**src/rtl/fmul_operand_master.sv**
```systemverilog
// fmul_operand_master
// Initiator on the FP multiplier operand/result bus. It accepts one job
// (two single-precision operands) from a local requester and sends A, then B,
// over the shared 32-bit operand bus with a ready/accept four-phase handshake.
// It then pulses start, waits for resultready, captures the product and
// completes the result handshake with resultaccept. A watchdog aborts the job
// if any single responder event takes TIMEOUT cycles.
module fmul_operand_master #(
  parameter int unsigned TIMEOUT = 256,
  parameter int unsigned TW      = 9
) (
  input  logic        clk,
  input  logic        rst,
  input  logic        req_valid,
  input  logic [31:0] req_a,
  input  logic [31:0] req_b,
  output logic        req_ready,
  output logic [31:0] Tempbus,
  output logic        ready,
  input  logic        accept,
  output logic        start,
  input  logic        doneMul,
  input  logic        resultready,
  input  logic [31:0] ResultBus,
  output logic        resultaccept,
  output logic        res_valid,
  output logic [31:0] res_data,
  output logic        res_zero,
  output logic        res_inf,
  output logic        res_nan,
  output logic        timeout_err
);

  typedef enum logic [2:0] {
    IDLE,
    SEND_A,
    REL_A,
    SEND_B,
    REL_B,
    START,
    WAIT_RES,
    ACK_RES
  } state_t;

  localparam logic [TW-1:0] WD_LAST = TW'(TIMEOUT - 1);

  state_t        state;
  logic [31:0]   job_b;
  logic [TW-1:0] wd_cnt;

  logic waiting;
  logic progress;
  logic abort;

  // doneMul is a status input only; it never influences the sequence.
  logic unused_done;
  assign unused_done = doneMul;

  // Identify the states that wait on the responder and whether the awaited
  // event is present this cycle; the watchdog aborts only when it is not.
  always_comb begin
    waiting  = 1'b0;
    progress = 1'b0;
    unique case (state)
      SEND_A, SEND_B: begin
        waiting  = 1'b1;
        progress = ready & accept;
      end
      REL_A, REL_B: begin
        waiting  = 1'b1;
        progress = ~accept;
      end
      WAIT_RES: begin
        waiting  = 1'b1;
        progress = resultready;
      end
      ACK_RES: begin
        waiting  = 1'b1;
        progress = ~resultready;
      end
      default: begin
        waiting  = 1'b0;
        progress = 1'b0;
      end
    endcase
    abort = waiting & ~progress & (wd_cnt == WD_LAST);
  end

  // Job sequencer, bus handshakes, result capture and watchdog.
  always_ff @(posedge clk or posedge rst) begin
    if (rst) begin
      state        <= IDLE;
      job_b        <= '0;
      wd_cnt       <= '0;
      req_ready    <= 1'b0;
      Tempbus      <= '0;
      ready        <= 1'b0;
      start        <= 1'b0;
      resultaccept <= 1'b0;
      res_valid    <= 1'b0;
      res_data     <= '0;
      res_zero     <= 1'b0;
      res_inf      <= 1'b0;
      res_nan      <= 1'b0;
      timeout_err  <= 1'b0;
    end else begin
      res_valid <= 1'b0;

      if (!waiting || progress) begin
        wd_cnt <= '0;
      end else begin
        wd_cnt <= wd_cnt + TW'(1);
      end

      unique case (state)
        IDLE: begin
          if (req_ready && req_valid) begin
            // Tempbus itself carries A for the whole A phase, so only B
            // needs a separate job register.
            job_b       <= req_b;
            Tempbus     <= req_a;
            ready       <= ~accept;
            req_ready   <= 1'b0;
            timeout_err <= 1'b0;
            state       <= SEND_A;
          end else begin
            req_ready <= 1'b1;
            Tempbus   <= '0;
          end
        end

        SEND_A: begin
          if (progress) begin
            ready <= 1'b0;
            state <= REL_A;
          end else if (!accept) begin
            // A stale accept left over from an aborted job delays the rise.
            ready <= 1'b1;
          end
        end

        REL_A: begin
          if (progress) begin
            Tempbus <= job_b;
            ready   <= 1'b1;
            state   <= SEND_B;
          end
        end

        SEND_B: begin
          if (progress) begin
            ready <= 1'b0;
            state <= REL_B;
          end else if (!accept) begin
            ready <= 1'b1;
          end
        end

        REL_B: begin
          if (progress) begin
            start <= 1'b1;
            state <= START;
          end
        end

        START: begin
          start <= 1'b0;
          state <= WAIT_RES;
        end

        WAIT_RES: begin
          if (progress) begin
            res_data     <= ResultBus;
            res_zero     <= (ResultBus[30:0] == '0);
            res_inf      <= (ResultBus[30:23] == 8'hFF) && (ResultBus[22:0] == '0);
            res_nan      <= (ResultBus[30:23] == 8'hFF) && (ResultBus[22:0] != '0);
            resultaccept <= 1'b1;
            res_valid    <= 1'b1;
            state        <= ACK_RES;
          end
        end

        ACK_RES: begin
          if (progress) begin
            resultaccept <= 1'b0;
            req_ready    <= 1'b1;
            Tempbus      <= '0;
            state        <= IDLE;
          end
        end

        default: begin
          state <= IDLE;
        end
      endcase

      // Watchdog abort overrides whatever the state branch scheduled.
      if (abort) begin
        ready        <= 1'b0;
        start        <= 1'b0;
        resultaccept <= 1'b0;
        timeout_err  <= 1'b1;
        req_ready    <= 1'b1;
        Tempbus      <= '0;
        wd_cnt       <= '0;
        state        <= IDLE;
      end
    end
  end

endmodule

```
**config.mk**
```make
export PLATFORM = sky130hd
export DESIGN_NAME = fmul_operand_master
export DESIGN_NICKNAME = d
export VERILOG_FILES = /design/src/rtl/fmul_operand_master.sv
export SDC_FILE = /design/constraint.sdc
export NUM_CORES = 1
export LEC_CHECK = 0
export CORE_AREA = 2 2 97 99
export DETAILED_ROUTE_END_ITERATION = 10
export DIE_AREA = 0 0 99 101
export DONT_BUFFER_PORTS = 1
export GPL_ROUTABILITY_DRIVEN = 0
export PLACE_DENSITY_LB_ADDON = 0.1
export SLEW_MARGIN = 10
export SYNTH_ARGS = -nofsm -noshare
export SYNTH_HDL_FRONTEND = slang
export SYNTH_SLANG_ARGS = --single-unit
```
**constraint.sdc**
```tcl
create_clock -name clk -period 6.2 [get_ports clk]
set_input_delay 0.31 -clock clk [delete_from_list [all_inputs] [get_ports clk]]
set_output_delay 0.31 -clock clk [all_outputs]
set_load 0.005 [all_outputs]
```
# --- Word-level counts from Yosys, hierarchy flattened ---
# Cells that the tools add are included.
# Widths: inputs -> output; s select.
classes:
  n_addsub: 1
  eq_ne: 17
  mux: 37
  bitwise_logic: 6
  reduce_logical: 28
op_table:
  columns: ["op", "count"]
  rows:
  - ["$mux 32", 4]
  - ["$pmux 32 s3", 1]
  - ["$logic_not 31->1", 1]
  - ["$mux 3", 8]
  - ["$pmux 3 s8", 1]
  - ["$logic_not 23->1", 1]
  - ["$reduce_bool 23->1", 1]
  - ["$ne 3x3->1 const B", 7]
  - ["$mux 9", 2]
  - ["$mux 1", 16]
  - ["$eq 3x3->1 const B", 4]
  - ["$reduce_and 2->1", 5]
  - ["$add 9x1->9 const B", 1]
  - ["$eq 9x8->1 const B", 1]
  - ["$reduce_bool 3->1", 3]
  - ["$eq 8x8->1 const B", 1]
  - ["$reduce_bool 4->1", 2]
  - ["$reduce_and 7->1", 1]
  - ["$eq 3x2->1 const B", 2]
  - ["$pmux 1 s2", 3]
  - ["$reduce_and 3->1", 2]
  - ["$reduce_or 6->1", 1]
  - ["$ne 4x2->1 const B", 1]
  - ["$pmux 1 s4", 1]
  - ["other kinds (11)", 19]
totals:
  register_bits: 117
  output_inout_bits: 73

# --- Longest topological paths before layout ---
# Gate-level depths: netlist of the first run.
logic_depth:
  word_depth: 8
  depth_mapped: 11
  mapped_depth_nobuf: 10

# --- Worst setup path before layout of the first run ---
# No wires, ideal clock.
synth_timing:
  path_kind: "register to register"
  from: "register wd_cnt[0]"
  to: "register Tempbus[0]"
  setup_time_ns: 0.136
  arrival_time_ns: 1.875
  required_time_ns: 6.064
  setup_slack_ns: 4.189
  stages_incl_launch_ff: 12
  path_buffers: 2
  period_less_slack_ns: 2.011
  cell_sequence: "dfrtp_1 -> ha_1 -> nand3_1 -> nor2_1 -> and3_1 -> ha_1 -> inv_1 -> a21oi_4 -> nor2b_2 -> buf_6 -> buf_12 -> o2bb2ai_2"
synth_between:
  elab_chain_cells: 4
  word_cells_on_any_way: 7
synth_lines:
  columns: ["element", "line_no", "source"]
  rows:
  - ["start, declared", "49", "logic [TW-1:0] wd_cnt;"]
  - ["start signal, assigned", "112", "wd_cnt <= wd_cnt + TW'(1);"]
  - ["$eq 9x8->1 (*)", "86", "abort = waiting & ~progress & (wd_cnt == WD_LAST);"]
  - ["$and 1x1->1 (*)", "86", null]
  - ["$ne 3x3->1 (no line) or $reduce_bool 4->1 (tied branches)", null, null]
  - ["$reduce_and 3->1 (no line)", null, null]
  - ["end signal, assigned", "121", "Tempbus <= req_a;"]
  - ["end signal, assigned", "144", "Tempbus <= job_b;"]
  - ["end, declared", "18", "output logic [31:0] Tempbus,"]
# Mark *: on every way between the ends. The rest lies on a longest branch, timed or not.
# A chain may end at the register's enable or synchronous reset.

# --- Final worst setup path of the first run ---
layout_timing:
  from: "register state[0]"
  to: "register Tempbus[11]"
layout_between:
  elab_chain_cells: 8
  word_cells_on_any_way: 21
layout_lines:
  columns: ["element", "line_no", "source"]
  rows:
  - ["start, declared", "47", "state_t state;"]
  - ["start signal, assigned", "92", "state <= IDLE;"]
  - ["start signal, assigned", "125", "state <= SEND_A;"]
  - ["start signal, assigned", "135", "state <= REL_A;"]
  - ["$eq 3x3->1 (tied with other cells)", "64", "unique case (state)"]
  - ["$reduce_or 2->1, on equally long branches", null, null]
  - ["$pmux 1 s4", "64", null]
  - ["$not 1->1", "86", null]
  - ["$and 1x1->1 (2 in a row)", "86", null]
  - ["$ne 3x3->1 (no line) or $reduce_bool 4->1 (tied branches)", null, null]
  - ["$reduce_and 3->1 (no line)", null, null]
# Several ways; a longest one is shown, not always the timed one.

==> qor.yml, run 1 <==
hp-class: "input port to flop"
power_mw: 3.31
avgSynthCellArea_sq_um: 13.5
ys_types: 50
clkTransAtPathRegs_ps: 60
combPwrFrac_pct: 29.2
pwr-share-clk_pct: 29.9
placement.io_buffers: 0
finalHoldViolations: 0
wl_um: 12200
cp-start-kind: "flop"
reg2reg_depth: 5
avgRoutedWirePerCell_um: 21.2
grt.overflow.total: 0
area_growth_pct: 24.5
p_seq_share_pct: 40.9
rows: 35
yosysWarnings: 0
rsz0062_at_grt: "no"
finalCritPeriodShare_pct: 48.2
synth_nets: 494
grt_pass1_wl_um: 19400
ir_worst_vdd_mv: 0.241
cts_setup_buffers: 0
postRouteAntennaNets: 0
p_leak_nw: 2.74
fin_util_pct: 72.8
p_int_mw: 2.18
worstPathRequired_ps: 6620
worstMarginPinSlew_ps: 1170
ys.flop_type: "dfrtp_1"
switching_share_pct: 34.3
synth_edf_count: 0
setup_viol: 0
hold_path_depth: 2
synthArstFlopShare_pct: 100
drive_above_1_share_pct: 30.5
drt_iter0_drc: 166
grt.total_usage_pct: 25.3
insertion_delay_ps: 510
cts_tree: "yes"
crit_arrival_ps: 3410
antenna_found_initial: 0
fillers: 599
yosys_register_bits: 117
clock_path_buffers: 2
path_cells: "a211oi_1, a31oi_4, buf_4, nor2b_4, o2bb2ai_1"
relSlewSlack_pct: 21.7
cts_buffers: 17
worstSetupPathType: "flop to flop"
grt_max_degree: 64
via_per_inst: 6.06
drc_errors: 0
power_density_nw_per_um2: 507
end_kind: "flop"
clock_skew_ps: 10.6
design.die.area_sq_um: 10000
antenna_cells: 0
finalSetupTns_ps: 0
slowest_delay_ps: 1050
synth-seq-area-share_pct: 55.8
coreArea_sq_um: 8980
ioPinCount: 175
cp_max_fo: 33
die_x_um: 99
cts.sinks: 117
firstDrtPassIters: 5
status: "finished clean"
dp_hpwl_um: 7290
maxCapViolCount: 0
fin_crit_ps: 2990
cts-root-buf: "clkbuf_8"
synth_area_sq_um: 5250
vias: 3490
cp_slowest_cell: "nor2b_4"
switchingPower_mw: 1.14
nets: 556
start_util_pct: 58.5
timing.fmax_ghz: 0.335
maxSlewViolCount: 0
synthCells: 390
fp.dieH_um: 101
finalInstanceArea_sq_um: 6540
cts.htree.levels: 4
grt_pass1_vias: 3797
place_area_sq_um: 5280
[cells in the mapped netlist (all sizes together), types with 4 or more instances]
master	n	area (sq um)
inv	9	33.8
nand3	6	30.0
o2bb2ai	32	468
nand2	16	60.1
dfrtp	117	2930
mux2	63	709
o21ai	6	30.0
nand4	4	25.0
clkbuf	9	33.8
nor2	12	45.0
nor3	5	25.0
nor4	7	43.8
a31oi	4	31.3
a21oi	8	51.3
a22oi	32	240
buf	18	148
[sequential cells by signal, summed over array words and instances (netlist names)]
signal        count
resultaccept      1
res_nan           1
res_valid         1
timeout_err       1
Tempbus          32
ready             1
start             1
wd_cnt            9
job_b            32
res_zero          1
res_data         32
state             3
res_inf           1
req_ready         1
[cell type report]
class	count	area, sq um	area share [%]
clock buffer	19	432	6.60
clock inverter	13	176	2.70
inverter	9	36.3	0.555
multi-input combinational	237	2140	32.7
sequential	117	2930	44.8
tap	111	139	2.12
timing repair buffer	70	688	10.5
[final timing paths]
| kind | start | end | slack [ps] |
|---|---|---|---|
| max in group asynchronous | rst | wd_cnt[5] | 4550 |
| min in group asynchronous | rst | res_data[29] | 390 |
| worst max-delay path | state[0] | Tempbus[11] | 3210 |
| worst min register to register | wd_cnt[0] | wd_cnt[0] | 490 |
| worst max register to register | state[0] | Tempbus[11] | 3210 |
| worst min-delay path | req_a[20] | Tempbus[20] | 30 |
[worst max-delay path, delay by kind of cell, from the launching register on]
kind                   cells  cell delay, ps
AND/OR/NAND/NOR            1            1050
buffers and inverters      1             500
AO/OA/AOI/OAI              3             530
flip-flops                 1             810
[stage by stage]
| stage | setup slack, ps | instances | hold WS, ps |
|---|---|---|---|
| finish | 3210 | 576 | 30.2 |
| global route | 2990 | 576 | 2.65 |
| CTS | 3200 | 576 | 2.65 |
| detailed placement | 3220 | 479 | 333 |
| global placement | 3250 | 479 | 326 |
| floorplan | 2790 | 390 | 415 |
[routing by layer]
| layer | share of wire [%] | global-route usage (%) | up-vias | wire, um |
|---|---|---|---|---|
| met4 | 0.93 | 8.64 | 0 | 113 |
| li1 | - | - | 1584 | - |
| met1 | 41 | 31.2 | 1728 | 4960 |
| met5 | 0 | 0 | - | 0 |
| met2 | 50 | 40.7 | 170 | 6050 |
| met3 | 8.8 | 10.2 | 8 | 1070 |
[logic make-up after synthesis]
logic type / synth area share, %
xor+xnor: 1.00
fa+ha+maj: 0.477
flops: 55.8
compound gates: 18.4
simple gates: 6.53
mux: 13.7
buf+inv: 4.10
[timing repair]
action                                  in CTS  in global routing
endpoints found under the setup margin       0                  0
hold buffers                                65                  0
endpoints found under the hold margin      119                  0
gates resized for setup                      0                  0
[layout by cell type, fill, tap and decap left out, types with 4 or more instances in the layout]
cell | Yosys | routed
nand4_1 | 4 | 4
o21ai_0 | 4 | 4
a22oi_1 | 32 | 32
nand3_1 | 6 | 5
dlygate4sd3_1 | 0 | 65
mux2_2 | 63 | 63
nor3_1 | 5 | 4
o2bb2ai_2 | 30 | 30
nor2_1 | 12 | 12
inv_1 | 8 | 7
clkinv_4 | 0 | 6
clkbuf_16 | 0 | 16
dfrtp_1 | 117 | 117
buf_4 | 1 | 5
nand2_1 | 16 | 16
nor4_1 | 7 | 7
a21oi_1 | 7 | 7
[power groups by stage]
| stage | Sequential, mW | Combinational, mW | Clock, mW |
|---|---|---|---|
| global placement | 1.35 | 0.901 | 0 |
| global route | 1.40 | 1.06 | 1.05 |
| CTS | 1.35 | 0.970 | 1.00 |
| finish | 1.36 | 0.967 | 0.990 |
| detailed placement | 1.36 | 0.930 | 0 |
| floorplan | 1.24 | 0.891 | 0 |
(Power assumes the default switching activity.)
==> run 2, diff against run 1 <==
==> constraint.sdc (replaced) <==
create_clock -name clk -period 2.9 [get_ports clk]
set_input_delay 0.145 -clock clk [delete_from_list [all_inputs] [get_ports clk]]
set_output_delay 0.145 -clock clk [all_outputs]
set_load 0.005 [all_outputs]
==> run 2 against run 1 <==
Compared with the run above:
- wire length up 4.6%
- global-route usage up 1.2 points
- non-clock buffer count up 40
- via count up 6.6%
- setup slack worse by 3000 ps
- count of clock-buffer cells in the layout unchanged
- fmax up 13%
- critical path depth up 4
- die area unchanged
- utilization up 4.5 points
- sequential power up 110%
- combinational power up 130%
==> qor.yml, run 2 (synthesis gave the netlist of run 1 again) <==
end_kind: "flop"
power_mw: 7.18  # +120%
fillers: 529  # -12%
pwr-share-clk_pct: 29.3  # -0.6 points
fp.dieH_um: 101  # unchanged
fin_util_pct: 77.4  # +4.5 points
top_regs: "Tempbus (32), job_b (32), res_data (32)"
ioPinCount: 175  # unchanged
ir_worst_vdd_mv: 0.641  # +170%
setup_viol: 0  # unchanged
wl_um: 12800  # +4.6%
grtUsageMet2_pct: 43.1  # +2.3 points
drc_errors: 0  # unchanged
die_x_um: 99  # unchanged
grt.overflow.total: 0  # unchanged
r2r_start: "wd_cnt[0]"
switchingPower_mw: 2.46  # +120%
cp-startpoint: "wd_cnt[0]"
finalCritPeriodShare_pct: 91.2  # +43 points
via_per_inst: 6.04  # -0.28%
power_density_nw_per_um2: 1030  # +100%
start_util_pct: 58.5  # unchanged
cp_max_fo: 32  # -3.0%
use_met3_pct: 9.99  # -0.21 points
cts_setup_buffers: 0  # unchanged
place_area_sq_um: 5350  # +1.4%
finalSetupTns_ps: 0  # unchanged
clock_path_buffers: 2  # unchanged
clock_skew_ps: 12.8  # +2.17 ps
firstDrtPassIters: 4  # -1
antenna_found_initial: 0  # unchanged
drt_iter0_drc: 168  # +1.2%
p_leak_nw: 2.91  # +6.3%
switching_share_pct: 34.3  # about the same
cts_buffers: 17  # unchanged
worstPathRequired_ps: 3320  # -3300 ps
vias: 3722  # +6.6%
grt.total_usage_pct: 26.5  # +1.2 points
placement.io_buffers: 0  # unchanged
dp_hpwl_um: 7310  # +0.27%
reg2reg_depth: 9  # +4
grt_max_degree: 76  # +19%
drive_above_1_share_pct: 29.3  # -1.2 points
gr-usage-met1_pct: 32.0  # +0.77 points
maxSlewViolCount: 0  # unchanged
timing.fmax_ghz: 0.378  # +13%
cts.sinks: 117  # unchanged
grt_pass1_vias: 3997  # +5.3%
finalInstanceArea_sq_um: 6940  # +6.2%
p_int_mw: 4.72  # +120%
final_cell_mix: "dfrtp_1, dlygate4sd3_1, mux2_2"
design.die.area_sq_um: 10000  # unchanged
cts.htree.levels: 4  # unchanged
insertion_delay_ps: 500  # about the same
hold_ws_ps: 34.7  # +4.51 ps
status: "finished clean"
cp-start-kind: "flop"
postRouteAntennaNets: 0  # unchanged
p_seq_share_pct: 40.1  # -0.8 points
relSlewSlack_pct: 21.2  # -0.52 points
crit_end: "Tempbus[10]"
nets: 596  # +7.2%
area_growth_pct: 32.3
busiest_layer: "met2"
rows: 35  # unchanged
crit_arrival_ps: 3060  # -350 ps
cts_tree: "yes"
layout_commonest_cell: "dfrtp_1"
avgRoutedWirePerCell_um: 20.7  # -2.2%
antenna_cells: 0  # unchanged
finalHoldViolations: 0  # unchanged
rsz0062_at_grt: "no"
worstReg2RegEnd: "Tempbus[10]"
worstSetupPathType: "flop to flop"
coreArea_sq_um: 8980  # unchanged
grt_pass1_wl_um: 20600  # +6.1%
clkTransAtPathRegs_ps: 60  # about the same
rrSetupSlack_ps: 250  # -2960 ps
maxCapViolCount: 0  # unchanged
worstMarginPinSlew_ps: 1180  # +7.77 ps
cts-root-buf: "clkbuf_8"
combPwrFrac_pct: 30.5  # +1.3 points
hp-class: "input port to flop"
fin_crit_ps: 2650  # -343 ps
## run 2: worst min path at each step
stage	cells after the start	startpoint	to
2_1_floorplan	2	ResultBus[31]	res_data[31]
3_3_place_gp	1	rst	res_nan
3_5_place_dp	1	rst	res_data[24]
4_1_cts	3	accept	state[1]
5_1_grt	4	resultready	ready
6_report	3	accept	state[1]
## run 2: layout make-up
class / count / area [sq um] / area share (%)
Sequential cell: 117 / 2930 / 42.2
Multi-Input combinational cell: 237 / 2140 / 30.8
Timing Repair Buffer: 110 / 1100 / 15.8
Clock buffer: 19 / 432 / 6.22
Clock inverter: 13 / 173 / 2.49
Tap cell: 111 / 139 / 2.00
Inverter: 9 / 37.5 / 0.541
## run 2: repair_timing
action	4_1_cts	5_1_grt
hold buffers	99	0
gates resized for setup	0	0
endpoints found under the hold margin	139	0
## run 2: power groups by stage
stage | Combinational, mW | Sequential [mW] | Clock, mW
after CTS | 2.17 | 2.85 | 2.14
after global placement | 1.99 | 2.85 | 0
after global routing | 2.38 | 2.96 | 2.23
after detailed placement | 2.06 | 2.86 | 0
after floorplan | 1.90 | 2.65 | 0
final | 2.19 | 2.88 | 2.11
## run 2: stage by stage
step | setup slack (ps) | std cells
2_1_floorplan | 889 | 390
3_3_place_gp | 306 | 485
3_5_place_dp | 260 | 485
4_1_cts | 242 | 616
5_1_grt | 99.7 | 616
6_report | 255 | 616
## run 2: critical path, cell delays in order (launching register included)
cell and delay (ps):
dfrtp_1 400, ha_1 230, nand3_1 120, nor2_1 80, and3_1 180, ha_1 240, inv_1 130, a21oi_4 50
nor2b_4 920, o2bb2ai_1 180
## run 2: layer usage
layer	wire (um)	share of wire [%]	up-vias
met1	5170	41	1843
met4	261	2.0	0
met2	6290	49	185
met3	1040	8.1	26
met5	0	0	-
li1	-	-	1668
